[config.mk]
export PLATFORM = sky130hd
export DESIGN_NAME = frame_sel_ctrl
export DESIGN_NICKNAME = d
export VERILOG_FILES = /design/src/rtl/frame_sel_ctrl.sv
export SDC_FILE = /design/constraint.sdc
export NUM_CORES = 1
export LEC_CHECK = 0
export BUFFER_PORTS_ARGS = -buffer_cell sky130_fd_sc_hd__buf_4
export CAP_MARGIN = 30
export CORE_MARGIN = 2
export CORE_UTILIZATION = 55
export DETAILED_ROUTE_END_ITERATION = 6
export PLACE_DENSITY = 0.8
export SETUP_SLACK_MARGIN = 0.1
export SLEW_MARGIN = 0
export SYNTH_ARGS = -nofsm -noshare
export SYNTH_HDL_FRONTEND = slang
export SYNTH_SLANG_ARGS = --single-unit
[constraint.sdc]
create_clock -name Clk -period 4.8 [get_ports Clk]
set_clock_uncertainty 0.2 [all_clocks]
set_input_delay 0.48 -clock Clk [delete_from_list [all_inputs] [get_ports Clk]]
set_output_delay 0.48 -clock Clk [all_outputs]
set_load 0.03 [all_outputs]
[src/rtl/frame_sel_ctrl.sv]
// ---------------------------------------------------------------------------
// frame_sel_ctrl
//
// Purpose:
//   Drives the one-hot selects of the frame multiplexer (Buf0 / blank / Buf1)
//   and the raster pixel coordinates used to read the selected buffer.
//   Owns the double-buffer handshake with the frame writer. It accepts
//   "buffer ready" pulses and swaps the displayed buffer only at frame
//   boundaries. It returns a "buffer free" pulse once a buffer stops being
//   displayed.
//
// Ports:
//   Clk         in   system clock, rising edge
//   Reset_n     in   asynchronous active-low reset
//   Enable      in   pixel-clock enable, raster advances only when 1
//   Buf0Ready   in   pulse: Buf0 holds a complete frame
//   Buf1Ready   in   pulse: Buf1 holds a complete frame
//   SelBuf0     out  select Buf0 pixel data
//   SelBlank    out  select blank pixel data
//   SelBuf1     out  select Buf1 pixel data
//   PixAddrX    out  current column, 0..H_TOTAL-1
//   PixAddrY    out  current line, 0..V_TOTAL-1
//   Buf0Free    out  pulse: Buf0 released to the writer
//   Buf1Free    out  pulse: Buf1 released to the writer
//   FrameStart  out  pulse when the raster enters (0,0)
//   Underrun    out  pulse: a frame starts with no buffer available
// ---------------------------------------------------------------------------
module frame_sel_ctrl #(
    parameter int H_ACTIVE = 640,
    parameter int H_BLANK  = 160,
    parameter int V_ACTIVE = 480,
    parameter int V_BLANK  = 45,
    parameter int XW       = 11,
    parameter int YW       = 10
) (
    input  logic          Clk,
    input  logic          Reset_n,
    input  logic          Enable,
    input  logic          Buf0Ready,
    input  logic          Buf1Ready,
    output logic          SelBuf0,
    output logic          SelBlank,
    output logic          SelBuf1,
    output logic [XW-1:0] PixAddrX,
    output logic [YW-1:0] PixAddrY,
    output logic          Buf0Free,
    output logic          Buf1Free,
    output logic          FrameStart,
    output logic          Underrun
);

    localparam int H_TOTAL = H_ACTIVE + H_BLANK;
    localparam int V_TOTAL = V_ACTIVE + V_BLANK;

    localparam logic [XW-1:0] X_LAST = XW'(H_TOTAL - 1);
    localparam logic [YW-1:0] Y_LAST = YW'(V_TOTAL - 1);
    localparam logic [XW-1:0] X_ACT  = XW'(H_ACTIVE);
    localparam logic [YW-1:0] Y_ACT  = YW'(V_ACTIVE);

    typedef enum logic [1:0] {
        IDLE  = 2'd0,
        SHOW0 = 2'd1,
        SHOW1 = 2'd2
    } state_t;

    state_t        state_q, state_d;
    logic [XW-1:0] x_q, x_d;
    logic [YW-1:0] y_q, y_d;
    logic          full0_q, full0_d;
    logic          full1_q, full1_d;
    logic          sel0_q, sel0_d;
    logic          blank_q, blank_d;
    logic          sel1_q, sel1_d;
    logic          free0_q, free0_d;
    logic          free1_q, free1_d;
    logic          fs_q, fs_d;
    logic          ur_q, ur_d;

    logic          boundary;
    logic          full0_set;
    logic          full1_set;
    logic          active_d;

    // Boundary is the last pixel of the frame on an enabled cycle. A Ready
    // pulse for the buffer on screen is a protocol violation and is dropped.
    // A Ready arriving in the boundary cycle itself already counts.
    always_comb begin
        boundary  = Enable && (x_q == X_LAST) && (y_q == Y_LAST);
        full0_set = full0_q || (Buf0Ready && (state_q != SHOW0));
        full1_set = full1_q || (Buf1Ready && (state_q != SHOW1));
    end

    // State register: raster, FSM, full flags and all registered outputs.
    always_ff @(posedge Clk or negedge Reset_n) begin
        if (!Reset_n) begin
            state_q <= IDLE;
            x_q     <= '0;
            y_q     <= '0;
            full0_q <= 1'b0;
            full1_q <= 1'b0;
            sel0_q  <= 1'b0;
            blank_q <= 1'b1;
            sel1_q  <= 1'b0;
            free0_q <= 1'b0;
            free1_q <= 1'b0;
            fs_q    <= 1'b0;
            ur_q    <= 1'b0;
        end else begin
            state_q <= state_d;
            x_q     <= x_d;
            y_q     <= y_d;
            full0_q <= full0_d;
            full1_q <= full1_d;
            sel0_q  <= sel0_d;
            blank_q <= blank_d;
            sel1_q  <= sel1_d;
            free0_q <= free0_d;
            free1_q <= free1_d;
            fs_q    <= fs_d;
            ur_q    <= ur_d;
        end
    end

    // Next-state logic: raster counters, buffer ownership FSM and full flags.
    // The FSM only moves on the boundary, so a buffer swap never tears a frame.
    always_comb begin
        x_d     = x_q;
        y_d     = y_q;
        state_d = state_q;
        full0_d = full0_set;
        full1_d = full1_set;

        if (Enable) begin
            if (x_q == X_LAST) begin
                x_d = '0;
                y_d = (y_q == Y_LAST) ? '0 : y_q + 1'b1;
            end else begin
                x_d = x_q + 1'b1;
            end
        end

        if (boundary) begin
            case (state_q)
                IDLE: begin
                    if (full0_set) begin
                        state_d = SHOW0;
                    end else if (full1_set) begin
                        state_d = SHOW1;
                    end
                end
                SHOW0: begin
                    if (full1_set) begin
                        state_d = SHOW1;
                        full0_d = 1'b0;
                    end
                end
                SHOW1: begin
                    if (full0_set) begin
                        state_d = SHOW0;
                        full1_d = 1'b0;
                    end
                end
                default: state_d = IDLE;
            endcase
        end
    end

    // Output logic: selects are computed from the next position and state.
    // The registered selects then describe the pixel address shown alongside
    // them. Pulses are registered, so they land on the (0,0) cycle.
    always_comb begin
        active_d = (x_d < X_ACT) && (y_d < Y_ACT);
        sel0_d   = active_d && (state_d == SHOW0);
        sel1_d   = active_d && (state_d == SHOW1);
        blank_d  = !(sel0_d || sel1_d);
        fs_d     = boundary;
        ur_d     = boundary && (state_q == IDLE) && !full0_set && !full1_set;
        free0_d  = boundary && (state_q == SHOW0) && full1_set;
        free1_d  = boundary && (state_q == SHOW1) && full0_set;
    end

    assign SelBuf0    = sel0_q;
    assign SelBlank   = blank_q;
    assign SelBuf1    = sel1_q;
    assign PixAddrX   = x_q;
    assign PixAddrY   = y_q;
    assign Buf0Free   = free0_q;
    assign Buf1Free   = free1_q;
    assign FrameStart = fs_q;
    assign Underrun   = ur_q;

endmodule

==> flow_summary_export.csv <==
group,metric,value,unit
drt,drc,0,
drt,routed_wl,3.320,mm
yosys,synthArstFlopShare,100.0,%
placed_design,gp_congestion,0.8925,
setup_path,rr_startpoint,"PixAddrX[5]",
timing,fmax,333.9,MHz
drt,dr.pass1.iters,4,
timing,worst_slew_pin_slew,0.4726,ns
hold_path,worstHoldStart,"Enable",
clocking,clock_path_buffers,2,
setup_path,crit_fanout,9,
pwr,seq_power_share,45.7,%
hold_path,hold_class,"in2reg",
final_layout,drive_gt1_share,26.50,%
floorplan,rows,19,
drt,wl_per_cell,14.37,um
final_layout,fillerInstances,214,
clocking,clock-sinks,32,
timing,slew_headroom,68.25,%
final_layout,num_antenna_cells,0,
floorplan,initial_core_util,57.58,%
yosys,synth.net_count,170,
pwr,power.density,371.4,nW/um2
floorplan,die_h,57.73,um
floorplan,fp.dieW,57.73,um
yosys,syn-cell-area,1588,um2
pwr,power_switching_share,31.03,%
floorplan,dieArea,3333,um2
pwr,p_sw,0.0002251,W
floorplan,io_pins,33,
setup_path,critPathRequiredTime,4.85,ns
grt,grt_usage,22.83,%
drt,ant_nets,0,
pwr,irDropWorstVdd,434.5,uV
timing,rsz0062_at_grt,"false",
yosys,avgSynthCellArea,9.801,um2
yosys,ys.flop_type,"dfrtp_1",
setup_path,cp.arrival,3.05,ns
final_layout,area_growth,23.01,%
clocking,cts_buffers,5,
drt,drt_iter0_drc,87,
pwr,pwr-share-clk,31.6,%
pwr,p_leak,0.9071,nW
timing,hold_viol_final,0,
placed_design,hpwl,2.447,mm
timing,finalSetupViolCount,0,
clocking,htree_levels,2,
pwr,power_frac_comb,22.8,%
timing,finalMaxSlewViolations,0,
timing,tns,0,ns
yosys,synth.distinct_cells,44,
yosys,syn_inst,162,
grt,antenna_found_initial,0,
run,max_cap_viol_count,0,
grt,overflow,0,
clocking,cts-root-buf,"clkbuf_4",
status,status,"completed",
clocking,clk_pin_slew,0.10,ns
placed_design,port_buffers,32,
timing,finalCritPeriodShare,62.40,%
grt,grt_max_degree,33,
clocking,post-cts-setup-buffers,0,
timing,setup_slack,1.805,ns
drt,vias,1366,
yosys,ys_seq_area_share,50.51,%
yosys,yosysWarnings,0,
setup_path,crit_path_start,"PixAddrX[5]",
drt,viasPerCell,5.913,
clocking,hold_buffers,1,
timing,period_minus_slack,2.995,ns
placed_design,pre_cts_slack,1.787,ns
final_layout,nets,207,
yosys,ys_ff_latch,32,
setup_path,crit_path_end_kind,"flop",
grt,grt_pass1_wl,5.761,mm
floorplan,core_area,2758,um2
setup_path,crit_type,"reg2reg",
clocking,clkLatencyLatePin,0.33,ns
setup_path,cp-start-kind,"flop",
clocking,ctsResizeCount,0,
grt,first_global_vias,1290,
clocking,cts_tree,"built",
yosys,synth_edf_count,0,
pwr,intPower,0.0005002,W
## cells in the final DEF (no fill, tap or decap), types with 2 or more instances in the layout
master    instances
nor3_1            7
dfrtp_1          31
nor2_1            6
xor2_1            2
a41oi_1           2
clkbuf_4          5
or3_1             2
a21oi_1           9
and2_1            2
nand2b_1          3
nand4_1           3
xnor2_1           4
or4_4             2
o21ai_0          13
nor4_1            5
clkbuf_8          2
inv_1             4
and3_1            5
ha_1              3
buf_4            33
o31ai_1           3
nand2_1          23
and4_1            2
nand3_1           7
## area by class of cell
cell class	instances	area, um2	share of cell area [%]
clock inverters	1	30.03	1.537
multi-input cells	121	740.7	37.92
inverters	5	18.77	0.9609
well taps	31	38.79	1.986
clock buffers	7	65.06	3.331
flip-flops and latches	32	802.0	41.06
repair buffers	34	257.7	13.20
## worst paths after layout
path | slack, ns | end | depth (start not counted)
setup / recovery | 1.80 | SelBlank | 6
hold / removal | 0.19 | PixAddrX[1] | 2
setup reg to reg | 1.80 | SelBlank | 6
hold reg to reg | 0.32 | full0_q | 2
max in group asynchronous | 3.67 | SelBlank | 2
min in group asynchronous | 0.40 | PixAddrX[0] | 2
## layer usage
layer  global-route usage, %  vias to the layer above  wire length, um
met2                   35.06                       44             1550
met5                       0                        -                0
met1                   30.04                      644             1541
li1                        -                      670                -
met4                   11.96                        0               63
met3                   5.580                        8              164
## flip-flops by register name (all words and copies together) (netlist names)
register    cells
PixAddrY       10
Buf0Free        1
SelBuf1         1
SelBlank        1
FrameStart      1
SelBuf0         1
PixAddrX       11
Underrun        1
full0_q         1
Buf1Free        1
state_q         2
full1_q         1
## logic make-up after synthesis
family | after synthesis | synth area share [%]
AOI/OAI and AO/OA | 36 | 14.58
xor gates and xnor gates | 6 | 3.310
adders and majority gates | 3 | 2.364
buffers and inverters | 9 | 2.837
DFF | 32 | 50.51
muxes | 1 | 0.7092
and+or+nand+nor | 75 | 25.69
## synth_stat cells, types with 2 or more instances
cell type	instances	area share, %
or3_1	2	0.79
nand3_1	7	2.2
inv_1	4	0.95
xnor2_1	4	2.2
nor2_1	6	1.4
o21ai_0	13	4.1
clkbuf_1	2	0.47
dfrtp_1	31	49
nor3_1	7	2.2
nor4_1	5	2.0
nand2b_1	3	1.2
or4_4	2	1.4
and2_1	2	0.79
ha_1	3	2.4
nand4_1	3	1.2
xor2_1	2	1.1
nand2_1	23	5.4
a21oi_1	9	2.8
a41oi_1	2	1.1
and4_1	2	1.1
o31ai_1	3	1.4
and3_1	5	2.0
## power by group through the flow
| stage | clock network [W] | logic (W) | registers [W] |
|---|---|---|---|
| floorplan | 0 | 0.0000574 | 0.000379 |
| global placement | 0 | 0.000164 | 0.000333 |
| detailed placement | 0 | 0.000165 | 0.000336 |
| CTS | 0.000235 | 0.000166 | 0.000331 |
| global route | 0.000246 | 0.000179 | 0.000336 |
| finish | 0.000229 | 0.000165 | 0.000331 |
## worst max-delay path: stages, from the launching register on
cell and delay (ns):
dfrtp_1 0.43, or4_4 0.57, or4_4 0.50, o31ai_1 0.32
a221oi_1 0.13, a31o_1 0.27, or4b_1 0.50
## per-stage QoR
stage	cells	total power, W	hold slack, ns	util [%]	area [um2]
global placement	222	0.0004962	0.2353	67.01	1848
detailed placement	222	0.0005018	0.2337	67.01	1848
floorplan	162	0.0004367	-0.01559	-	1588
CTS	231	0.0007319	0.1827	70.83	1953
finish	231	0.0007253	0.1939	70.83	1953
global route	231	0.0007610	0.1792	70.83	1953
No activity file was read; power rests on OpenSTA's default activity.
